`src/rtl/isa_pkg.sv`:
```
// Shared ISA/loader definitions: instruction width, word size, default load
// address and the loader state encoding.
package isa_pkg;

  localparam int          INST_WIDTH        = 32;
  localparam int          WORD_BYTES        = 4;
  localparam logic [31:0] DEFAULT_BASE_ADDR = 32'h0000_0000;

  typedef logic [2:0] loader_state_t;

  localparam loader_state_t S_LEN_HI = 3'd0;
  localparam loader_state_t S_LEN_LO = 3'd1;
  localparam loader_state_t S_WORD   = 3'd2;
  localparam loader_state_t S_WRITE  = 3'd3;
  localparam loader_state_t S_CSUM   = 3'd4;
  localparam loader_state_t S_DONE   = 3'd5;
  localparam loader_state_t S_ERR    = 3'd6;

  // Byte address of instruction slot 'index' (PC steps by 4).
  function automatic logic [31:0] word_addr(input logic [31:0] base, input logic [15:0] index);
    return base + {14'd0, index, 2'b00};
  endfunction

endpackage

```
`src/rtl/imem_loader_if.sv`:
```
// Byte-stream input and instruction-memory write port of the loader.
interface imem_loader_if;
  import isa_pkg::*;

  logic                  byte_valid;
  logic [7:0]            byte_data;
  logic                  byte_ready;
  logic                  imem_we;
  logic [31:0]           imem_addr;
  logic [INST_WIDTH-1:0] imem_wdata;

  modport master (
    input  byte_valid, byte_data,
    output byte_ready, imem_we, imem_addr, imem_wdata
  );

  modport slave (
    output byte_valid, byte_data,
    input  byte_ready, imem_we, imem_addr, imem_wdata
  );

endinterface

```
`src/rtl/byte_to_word_packer.sv`:
```
// Shifts accepted bytes MSB-first into an instruction word and pulses
// word_valid the cycle after the last byte of a word.
module byte_to_word_packer
  import isa_pkg::*;
(
  input  logic                  clk,
  input  logic                  rst,
  input  logic                  clr,
  input  logic                  shift_en,
  input  logic [7:0]            byte_data,
  output logic [INST_WIDTH-1:0] word,
  output logic                  last_byte,
  output logic                  word_valid
);

  localparam int                IDX_W    = $clog2(WORD_BYTES);
  localparam logic [IDX_W-1:0]  LAST_IDX = IDX_W'(WORD_BYTES - 1);

  logic [IDX_W-1:0] idx;

  assign last_byte = (idx == LAST_IDX);

  always_ff @(posedge clk) begin
    if (rst) begin
      idx        <= '0;
      word       <= '0;
      word_valid <= 1'b0;
    end else if (clr) begin
      // Word contents are left alone; only the framing restarts.
      idx        <= '0;
      word_valid <= 1'b0;
    end else begin
      word_valid <= shift_en && last_byte;
      if (shift_en) begin
        word <= {word[INST_WIDTH-9:0], byte_data};
        idx  <= idx + 1'b1;
      end
    end
  end

endmodule

```
`src/rtl/imem_loader.sv`:
```
// Instruction-memory loader: parses a length/words/checksum byte frame,
// writes words to imem and holds the CPU in reset until a verified load.
//
// state    | meaning
// ---------+-----------------------------------------------------------
// S_LEN_HI | waiting for word-count high byte
// S_LEN_LO | waiting for word-count low byte; range check
// S_WORD   | collecting the 4 bytes of one instruction
// S_WRITE  | one-cycle imem write of the assembled word
// S_CSUM   | waiting for XOR checksum byte
// S_DONE   | image verified, CPU released (terminal until reload)
// S_ERR    | oversize header or bad checksum (terminal until reload)
module imem_loader
  import isa_pkg::*;
#(
  parameter int          MAX_WORDS = 1024,
  parameter logic [31:0] BASE_ADDR = DEFAULT_BASE_ADDR
)(
  input  logic                 clk,
  input  logic                 rst,
  imem_loader_if.master        bus,
  input  logic                 reload,
  output logic                 cpu_hold,
  output logic                 done,
  output logic                 error,
  output logic [15:0]          word_count
);

  localparam logic [15:0] MAX_N = 16'(MAX_WORDS);

  loader_state_t         state;
  loader_state_t         state_next;
  logic [15:0]           len;
  logic [15:0]           len_rx;
  logic [7:0]            csum;
  logic                  receiving;
  logic                  accept;
  logic                  last_byte;
  logic                  word_valid;
  logic [INST_WIDTH-1:0] asm_word;

  assign len_rx = {len[15:8], bus.byte_data};

  always_comb begin
    receiving = (state == S_LEN_HI) || (state == S_LEN_LO) ||
                (state == S_WORD)   || (state == S_CSUM);
  end

  // reload wins over an offered byte so that byte is never consumed.
  assign bus.byte_ready = !rst && !reload && receiving;
  assign accept         = bus.byte_valid && bus.byte_ready;

  always_comb begin
    state_next = state;
    case (state)
      S_LEN_HI: if (accept) state_next = S_LEN_LO;
      S_LEN_LO: begin
        if (accept) begin
          if (len_rx > MAX_N)       state_next = S_ERR;
          else if (len_rx == 16'd0) state_next = S_CSUM;
          else                      state_next = S_WORD;
        end
      end
      S_WORD:   if (accept && last_byte) state_next = S_WRITE;
      S_WRITE:  state_next = (word_count + 16'd1 == len) ? S_CSUM : S_WORD;
      S_CSUM: begin
        if (accept) state_next = (bus.byte_data == csum) ? S_DONE : S_ERR;
      end
      default:  state_next = state;
    endcase
  end

  always_ff @(posedge clk) begin
    if (rst) begin
      state      <= S_LEN_HI;
      len        <= '0;
      csum       <= '0;
      word_count <= '0;
      cpu_hold   <= 1'b1;
      done       <= 1'b0;
      error      <= 1'b0;
    end else if (reload) begin
      state      <= S_LEN_HI;
      csum       <= '0;
      word_count <= '0;
      cpu_hold   <= 1'b1;
      done       <= 1'b0;
      error      <= 1'b0;
    end else begin
      state    <= state_next;
      // Registered so the CPU reset releases cleanly on an edge.
      cpu_hold <= (state_next != S_DONE);
      done     <= (state_next == S_DONE);
      error    <= (state_next == S_ERR);
      if (accept && (state != S_CSUM)) csum <= csum ^ bus.byte_data;
      if (accept && (state == S_LEN_HI)) len[15:8] <= bus.byte_data;
      if (accept && (state == S_LEN_LO)) len[7:0]  <= bus.byte_data;
      if (state == S_WRITE) word_count <= word_count + 16'd1;
    end
  end

  byte_to_word_packer u_packer (
    .clk        (clk),
    .rst        (rst),
    .clr        (reload),
    .shift_en   (accept && (state == S_WORD)),
    .byte_data  (bus.byte_data),
    .word       (asm_word),
    .last_byte  (last_byte),
    .word_valid (word_valid)
  );

  // Address follows word_count, so reload and rst both restart at BASE_ADDR.
  assign bus.imem_we    = word_valid;
  assign bus.imem_addr  = word_addr(BASE_ADDR, word_count);
  assign bus.imem_wdata = asm_word;

endmodule

```
`src/flat_wrapper.sv`:
```
// flat-port wrapper written by rule: the top's interface ports become plain ports
module imem_loader_flat import isa_pkg::*;
#(
  parameter int          MAX_WORDS = 1024,
  parameter logic [31:0] BASE_ADDR = DEFAULT_BASE_ADDR
)
  (clk, rst, reload, cpu_hold, done, error, word_count, bus_byte_valid, bus_byte_data, bus_byte_ready, bus_imem_we, bus_imem_addr, bus_imem_wdata);
  imem_loader_if bus_i ();
  input  logic clk;
  input  logic rst;
  input  logic reload;
  output logic cpu_hold;
  output logic done;
  output logic error;
  output logic [15:0] word_count;
  input wire logic [$bits(bus_i.byte_valid)-1:0] bus_byte_valid;
  input wire logic [$bits(bus_i.byte_data)-1:0] bus_byte_data;
  output wire logic [$bits(bus_i.byte_ready)-1:0] bus_byte_ready;
  output wire logic [$bits(bus_i.imem_we)-1:0] bus_imem_we;
  output wire logic [$bits(bus_i.imem_addr)-1:0] bus_imem_addr;
  output wire logic [$bits(bus_i.imem_wdata)-1:0] bus_imem_wdata;
  assign bus_i.byte_valid = bus_byte_valid;
  assign bus_i.byte_data = bus_byte_data;
  assign bus_byte_ready = bus_i.byte_ready;
  assign bus_imem_we = bus_i.imem_we;
  assign bus_imem_addr = bus_i.imem_addr;
  assign bus_imem_wdata = bus_i.imem_wdata;
  imem_loader #(.MAX_WORDS(MAX_WORDS), .BASE_ADDR(BASE_ADDR)) u_core (.clk(clk), .rst(rst), .bus(bus_i), .reload(reload), .cpu_hold(cpu_hold), .done(done), .error(error), .word_count(word_count));
endmodule
```
`config.mk`:
```
export PLATFORM = sky130hd
export DESIGN_NAME = imem_loader_flat
export DESIGN_NICKNAME = d
export VERILOG_FILES = /design/src/rtl/isa_pkg.sv /design/src/rtl/imem_loader_if.sv /design/src/rtl/byte_to_word_packer.sv /design/src/rtl/imem_loader.sv /design/src/flat_wrapper.sv
export SDC_FILE = /design/constraint.sdc
export NUM_CORES = 1
export LEC_CHECK = 0
export BUFFER_PORTS_ARGS = -buffer_cell sky130_fd_sc_hd__buf_2
export CORE_MARGIN = 1.5
export CORE_UTILIZATION = 50
export CTS_BUF_LIST = sky130_fd_sc_hd__clkbuf_16
export DETAILED_ROUTE_END_ITERATION = 6
export PLACE_DENSITY = 0.76
export SYNTH_ARGS = -nofsm -noshare
export SYNTH_HDL_FRONTEND = slang
export SYNTH_SLANG_ARGS = --single-unit
```
`constraint.sdc`:
```
create_clock -name clk -period 3.8 [get_ports clk]
set_input_delay 0.19 -clock clk [delete_from_list [all_inputs] [get_ports clk]]
set_output_delay 0.19 -clock clk [all_outputs]
set_load 0.01 [all_outputs]
```
# ---- Yosys cells after proc, flatten, opt, wreduce, memory -nomap -nowiden
# Cells that the tools add are included.
dict set report word_totals {
  ff_bits 81
  in_bits 12
  output_inout_bits 85
  wordCells 56
}
dict set report classes {
  n_addsub 2
  n_lt_le_gt_ge 1
  n_eq_ne 11
  n_mux 9
  bitwise_logic 2
  n_reduce_logical 20
}
# op n
set op_table {}
lappend op_table {{$mux 3} 7}
lappend op_table {{$add 16x1->16 const B} 1}
lappend op_table {{$eq 16x16->1} 1}
lappend op_table {{$gt 16x11->1 const B} 1}
lappend op_table {{$logic_not 16->1} 1}
lappend op_table {{$pmux 3 s5} 1}
lappend op_table {{$eq 3x3->1 const B} 3}
lappend op_table {{$logic_and 1x1->1} 9}
lappend op_table {{$eq 8x8->1} 1}
lappend op_table {{$xor 8x8->8} 1}
lappend op_table {{$eq 3x2->1 const B} 2}
lappend op_table {{$ne 3x3->1 const B} 2}
lappend op_table {{$reduce_and 2->1} 3}
lappend op_table {{$eq 3x1->1 const B} 1}
lappend op_table {{$logic_not 3->1} 1}
lappend op_table {{$logic_or 1x1->1} 3}
lappend op_table {{$add 2x1->2 const B} 1}
lappend op_table {{$eq 2x2->1 const B} 1}
lappend op_table {{$logic_not 1->1} 2}
lappend op_table {{$mux 2} 1}
lappend op_table {{$reduce_or 2->1} 1}
lappend op_table {{$not 1->1} 1}

# ---- Logic depth before layout (Yosys ltp)
# Gate-level depths: netlist (run 1).
dict set report depth {
  word_depth 10
  mapped_depth 9
  ltp_nobuf 8
}

# ---- By module
# Synthesis (run 1) repeated with hierarchy kept, for this count alone.
dict set report unflattened {
  hier_cells 468
  area_unflattened_um2 4197.8
}
# mod instances cells_each area_per_inst_um2 seq_area_each_um2
set by_module_without_submodules {}
lappend by_module_without_submodules {imem_loader 1 342 2780.2 920.9}
lappend by_module_without_submodules {byte_to_word_packer 1 126 1417.6 700.7}

# ---- Least setup slack after synthesis (run 1)
# OpenSTA, ideal clock, no wires.
dict set report synth_timing {
  path_type {flip-flop to flip-flop}
  startpoint {reg u_core.word_count[0]}
  endpoint {reg u_core.error}
  setup_time_ns 0.103
  arrival_ns 2.325
  required_ns 3.697
  path_slack_ns 1.372
  path_stages_with_launch 9
  path_buffers 0
  period_less_slack_ns 2.428
  cell_sequence {dfxtp_1 -> ha_1 -> nand4_2 -> or3_1 -> o22ai_1 -> a32oi_1 -> a2111o_1 -> o21a_1 -> a2111oi_2}
}
dict set report synth_between {
  elab_chain_cells 5
}
# element line
set synth_lines {}
lappend synth_lines {{start: declaration} imem_loader.sv:26} ;# output logic [15:0] word_count
lappend synth_lines {{start signal: assignment} imem_loader.sv:98} ;# if (state == S_WRITE) word_count <= word_count + 16'd1;
lappend synth_lines {{$add 16x1->16} imem_loader.sv:65} ;# S_WRITE: state_next = (word_count + 16'd1 == len) ? S_CSUM : S_WORD;
lappend synth_lines {{$eq 16x16->1} imem_loader.sv:65}
lappend synth_lines {{$mux 3} imem_loader.sv:65}
lappend synth_lines {{$pmux 3 s5} imem_loader.sv:55} ;# case (state)
lappend synth_lines {{$eq 3x3->1} imem_loader.sv:94} ;# error <= (state_next == S_ERR);
lappend synth_lines {{end signal: assignment} imem_loader.sv:94}
lappend synth_lines {{end: declaration} imem_loader.sv:25} ;# output logic error,
# No other way between the ends.
# A chain may end at the register's enable or synchronous reset.

# ---- Final worst setup path (run 1)
# Ends and elaborated chain as after synthesis.

==> out/results.tsv, run 1 <==
metric	value	unit
EDFF count, synth	0	
Synth Cell Area	0.00397	mm²
WP data required	4.02	ns
Initial Util	51.6	%
worst r2r src	u_core.word_count[0]	
Worst setup EP type	register	
Final period util	71.0	%
Hold Vio Cnt, Final	0	
clock-pin slew on the worst setup and hold paths	0.06	ns
worst vdd rail ir drop	0.235	mV
internal power	1520	µW
routed vias	3309	
fin. max-slew vios	0	
largest net degree at the start of global routing	50	
Sw Pwr	401	µW
Die Ht	92.1	µm
Worst Reg2Reg Path Length in Cells	8	
row count	32	
Unique masters post-synth	56	
# clock sinks	81	
placed cells	617	
H-tree levels	3	
PD cells	422	mW/mm²
Sw Share	20.9	%
Reg2Reg Setup Slack	1.10	ns
cts-stage hold buffer count	0	
initial antenna violation count	0	
Worst Skew	0.00498	ns
Syn. warnings	0	
CP Max Fanout	7	
Tightest Pin Transition	0.836	ns
layout cell share with drive strength beyond 1	20.4	%
Static Leak	0.00182	µW
hold crit path type	primary input to register	
Placer Congestion	0.814	
synthesized netlist cell count	475	
global-route wire length before repair	14.2	mm
Layout Cells excl Fill	632	
Synth area leaders	dfxtp_1 (41%), nand2_1 (8.2%), buf_4 (6.4%)	
Gates resized, CTS repair	0	
combinational fraction of design power	3.8	%
vias in the first global route	3023	
Synth Register Bits	81	
RSZ-0062 raised after global routing	false	
Max Cap Viol	0	
Die X-Extent	92.1	µm
Clock power frac	51.5	%
core region area	0.00769	mm²
Nets	540	
GRT Util Overall	20.8	%
Synth area leader	dfxtp_1	
r2r endpoint	u_core.error	
CP Class	register to register	
Seq pwr share	44.8	%
vias per cell	5.24	
FMAX	0.371	GHz
Worst setup SP type	register	
CTS buffer count	9	
die area	0.00847	mm²
first drt pass iteration count	4	
n_diodes	0	
total grt overflow	0	
CTS tree	yes	
Synth top cells by count	nand2_1 (87), dfxtp_1 (81), nor2_1 (53)	
top-area cell type share of the netlist area	40.9	%
number of DRC markers in iteration 0	238	
max_slew headroom	44.3	%
Post-Syn Area per Cell	8.35	µm²
Synth-to-Final Area Change	14.9	%
clock buffer depth	2	
Critical Path Source	u_core.word_count[0]	
Top Ports	97	
most common cell in the netlist	nand2_1	
Routed wire per std cell	13.5	µm
clk_lat worst skew	0.33	ns
multi-input logic area	0.00203	mm²
Period minus WS final	2.70	ns
clk root buf	clkbuf_16	
DP Wirelength	5.83	mm
fill cell count	673	
setup tns final	0	ns
setup repair bufs after CTS	0	
Setup crit end	u_core.error	
Arrival @ worst endpoint	2.92	ns
register area share after synthesis	40.9	%
Reg area	0.00162	mm²
ys flop type	dfxtp_1	
Post-route DRC	0	
DRT antenna net count	0	
Setup violations, final	0	
IO Port Bufs	80	
ys async rst share	0	%
DRT Wirelength	8.51	mm
status	completed	
## flip-flops by register name (all words and copies together), names as in the netlist
register,count
u_core.cpu_hold,1
u_core.csum,8
u_core.done,1
u_core.error,1
u_core.len,16
u_core.state,3
u_core.u_packer.idx,2
u_core.u_packer.word,32
u_core.u_packer.word_valid,1
u_core.word_count,16
## per-layer routing
metal	GRT usage (%)	up-vias	wire (µm)
met5	0	-	0
met2	33.5	95	4190
li1	-	1642	-
met3	3.98	10	422
met4	9.87	0	102
met1	26.7	1562	3800
## worst max-delay path: stages, from the launching register on
cell	delay, ns
dfxtp_1	0.46
ha_1	0.34
nand4_2	0.20
or3_1	0.41
o22ai_1	0.14
a32oi_1	0.08
a2111o_1	0.41
o21a_1	0.25
a2111oi_2	0.29
## placed cells by master, fill, tap and decap left out, types with 5 or more instances in the layout
cell type / count
dfxtp_1: 81
nand4_1: 5
nor3_1: 5
buf_2: 80
nor4_1: 5
xor2_1: 22
clkbuf_16: 9
mux2i_1: 17
nand3_1: 9
conb_1: 16
nand2_1: 87
xnor2_1: 26
o21ai_0: 9
a21oi_1: 39
nor2_1: 53
or3_1: 5
## worst min path at each step
stage | startpoint | to | slack [ns] | cells after the start
2_1_floorplan | bus_byte_data[0] | u_core.u_packer.word[0] | 0.33 | 2
6_report | bus_byte_data[7] | u_core.u_packer.word[7] | 0.16 | 3
5_1_grt | bus_byte_data[7] | u_core.u_packer.word[7] | 0.16 | 3
4_1_cts | bus_byte_data[7] | u_core.u_packer.word[7] | 0.16 | 3
3_3_place_gp | u_core.u_packer.word[24] | u_core.u_packer.word[24] | 0.44 | 2
3_5_place_dp | u_core.u_packer.word[28] | u_core.u_packer.word[28] | 0.44 | 2
## power by group through the flow
stage          logic [µW]  registers [µW]  clock network (µW)
6_report             72.2             860                 989
5_1_grt              80.2             860                1030
4_1_cts              71.6             860                 997
3_5_place_dp         71.1             878                   0
3_3_place_gp         69.2             878                   0
2_1_floorplan        62.1             876                   0
## cell type report
cell class              instances  area share, %
clock buffers                   9           4.94
inverters                       2          0.165
clock inverters                 6           2.55
well taps                     102           2.80
repair buffers                 83           9.28
multi-input cells             349           44.7
flip-flops and latches         81           35.6
## kinds of logic (layout without fill, tap and decap cells)
| logic type | count (synthesis) | count (layout) | share of synthesized area (%) |
|---|---|---|---|
| xor gates and xnor gates | 48 | 48 | 10.6 |
| AOI/OAI and AO/OA | 65 | 65 | 9.66 |
| muxes | 18 | 18 | 4.58 |
| and+or+nand+nor | 199 | 199 | 24.0 |
| adders and majority gates | 3 | 3 | 0.915 |
| other | 1 | 16 | 0.0946 |
| DFF | 81 | 81 | 40.9 |
| buffers and inverters | 60 | 100 | 9.21 |
## through the flow
stage | util, % | area (µm²) | setup slack, ns | hold WS, ns | total power [µW]
floorplan | - | 4020 | 1.37 | 0.326 | 938
global placement | 54.8 | 4210 | 1.20 | 0.441 | 947
detailed placement | 54.8 | 4210 | 1.10 | 0.445 | 950
CTS | 59.3 | 4560 | 1.13 | 0.159 | 1930
global route | 59.3 | 4560 | 0.860 | 0.162 | 1970
finish | 59.3 | 4560 | 1.10 | 0.164 | 1920
No activity file was read; power rests on OpenSTA's default activity.
==> run 2, diff against run 1 <==
- CORE_UTILIZATION: 50 -> 48
- PLACE_DENSITY: 0.76 -> 0.77
- clock period: 3.8 -> 2.43 ns (I/O delays scaled with it)
==> run 2 against run 1 <==
  * Count of clock-buffer cells in the layout is the same
  * Combinational power grew 68%
  * Critical path type unchanged
  * Clock skew rose by 0.0051 ns
  * Hold slack got worse by 0.064 ns
  * Die area up 4.0%
  * Non-clock buffer count is 20 higher
  * Total power is 49% higher
  * Critical path depth fell by 1
  * Fmax is 15% higher
  * Sequential share of layout area decreased by 1.1 points
  * Critical endpoint unchanged
  * Register-to-register slack worse by 1.0 ns
==> out/results.tsv, run 2 (synthesis gave the netlist of run 1 again) <==
metric	value	unit	change
row count	32		unchanged
die area	0.00881	mm²	was 0.00847 mm²
Hold Vio Cnt, Final	0		unchanged
# clock sinks	81		unchanged
CP delay by family, top	compound AO/OA/AOI/OAI gates		unchanged
Post-route DRC	0		unchanged
largest net degree at the start of global routing	49		was 50
DRT antenna net count	0		unchanged
setup repair bufs after CTS	0		unchanged
placed cell areas	0.00438	mm²	was 0.00421 mm²
crit-path max cell delay	0.44	ns	was 0.46 ns
clock buffer depth	2		unchanged
Worst setup EP type	register		unchanged
Top Registers	u_core.u_packer.word x32, u_core.len x16, u_core.word_count x16		unchanged
Worst Path Buf+Inv	0		unchanged
clock-pin slew on the worst setup and hold paths	0.07	ns	was 0.06 ns
global-route wire length before repair	14.6	mm	was 14.2 mm
CP Max Fanout	6		was 7
RSZ-0062 raised after global routing	false		unchanged
most common cell after layout, fill and taps aside	nand2_1		unchanged
FMAX	0.428	GHz	was 0.371 GHz
Worst Reg2Reg Path Length in Cells	7		was 8
Setup violations, final	0		unchanged
Initial Util	50.5	%	was 51.6%
fin. max-slew vios	0		unchanged
core region area	0.00785	mm²	was 0.00769 mm²
status	completed		unchanged
hold crit path type	primary input to register		unchanged
Die X-Extent	93.9	µm	was 92.1 µm
Placer Congestion	0.837		was 0.814
CP Class	register to register		unchanged
clk root buf	clkbuf_16		unchanged
Arrival @ worst endpoint	2.57	ns	was 2.92 ns
slowest CP cell	a2111o_1		was dfxtp_1
PD cells	604	mW/mm²	was 422 mW/mm²
Top reg by flops	u_core.u_packer.word		unchanged
Synth-to-Final Area Change	19.8	%	was 14.9%
layout cell share with drive strength beyond 1	25.6	%	was 20.4%
Routed wire per std cell	13.5	µm	about the same
cts-stage hold buffer count	0		unchanged
n_diodes	0		unchanged
first drt pass iteration count	4		unchanged
number of DRC markers in iteration 0	163		was 238
most frequent cells in the layout	nand2_1 (87), buf_2 (80), dfxtp_1 (73), nor2_1 (53), a21oi_1 (39)		was nand2_1 (87), dfxtp_1 (81), buf_2 (80), nor2_1 (53), a21oi_1 (39)
DRT Wirelength	8.84	mm	was 8.51 mm
WP data required	2.66	ns	was 4.02 ns
Largest register FFs	32		unchanged
Nets	560		was 540
clk_lat worst skew	0.34	ns	was 0.33 ns
setup tns final	0	ns	unchanged
Period minus WS final	2.34	ns	was 2.70 ns
H-tree levels	3		unchanged
Die Ht	93.9	µm	was 92.1 µm
IO Port Bufs	80		unchanged
vias per cell	5.14		was 5.24
WHS Path Cells	3		unchanged
Finished Cell Area	0.00475	mm²	was 0.00456 mm²
Top Ports	97		unchanged
Worst Skew	0.0101	ns	was 0.00498 ns
Max Cap Viol	0		unchanged
routed vias	3358		was 3309
worst vdd rail ir drop	0.409	mV	was 0.235 mV
Static Leak	0.00193	µW	was 0.00182 µW
DP Wirelength	6.07	mm	was 5.83 mm
initial antenna violation count	0		unchanged
CTS buffer count	9		unchanged
Final period util	96.2	%	was 71.0%
total grt overflow	0		unchanged
Critical Path Stages	7		was 8
worst path cell trace	and4_4 -> nand2_2 -> xnor2_2 -> mux2_1 -> a2111o_1 -> o21a_2 -> a2111oi_4		was ha_1 -> nand4_2 -> or3_1 -> o22ai_1 -> a32oi_1 -> a2111o_1 -> o21a_1 -> a2111oi_2
vias in the first global route	3120		was 3023
Worst setup SP type	register		unchanged
GRT Util Overall	20.9	%	was 20.8%
CTS tree	yes		unchanged
[run 2: final cells by class]
class / count / area, µm²
Inverter: 2 / 7.51
Clock inverter: 7 / 85.1
Fill cell: 711 / 3100
Timing Repair Buffer: 103 / 586
Multi-Input combinational cell: 349 / 2080
Tap cell: 102 / 128
Sequential cell: 81 / 1640
Clock buffer: 9 / 225
[run 2: per-stage QoR]
stage | setup WS (ns) | utilization [%] | hold WS (ns) | cells | total power [µW]
2_1_floorplan | 0.00194 | - | 0.257 | 490 | 1470
3_3_place_gp | 0.154 | 55.8 | 0.438 | 637 | 1490
3_5_place_dp | 0.00621 | 55.8 | 0.443 | 637 | 1490
4_1_cts | 0.00160 | 59.8 | 0.0927 | 653 | 2900
5_1_grt | 0.0143 | 60.5 | 0.116 | 653 | 2970
6_report | 0.0932 | 60.5 | 0.0998 | 653 | 2870
[run 2: layer usage]
| metal | share of wire [%] | vias up | track usage (%) |
|---|---|---|---|
| met5 | 0 | - | 0 |
| met4 | 1.9 | 0 | 7.46 |
| met3 | 4.3 | 18 | 4.77 |
| met2 | 49 | 88 | 34.4 |
| met1 | 45 | 1569 | 26.8 |
| li1 | - | 1683 | - |
[run 2: worst paths after layout]
check / start / end / slack [ns]
min: bus_byte_data[6] / u_core.u_packer.word[6] / 0.1
max reg2reg: u_core.word_count[3] / u_core.error / 0.09
max: u_core.word_count[3] / u_core.error / 0.09
min reg2reg: u_core.u_packer.word[31] / u_core.u_packer.word[31] / 0.45
[run 2: what timing repair did]
action	4_1_cts	5_1_grt
pin swaps	0	2
gates resized for setup	2	15
setup endpoints to repair	1	4
[run 2: report_power, final]
group	internal (µW)	switching, µW	total [µW]
Clock	818	590	1410
Combinational	40.1	80.8	121
Sequential	1330	8.07	1340
Total	2190	679	2870
[run 2: worst min-delay path, cell delays in order]
cell and delay [ns]:
buf_2 0.15, nand2_1 0.07, a21oi_1 0.05
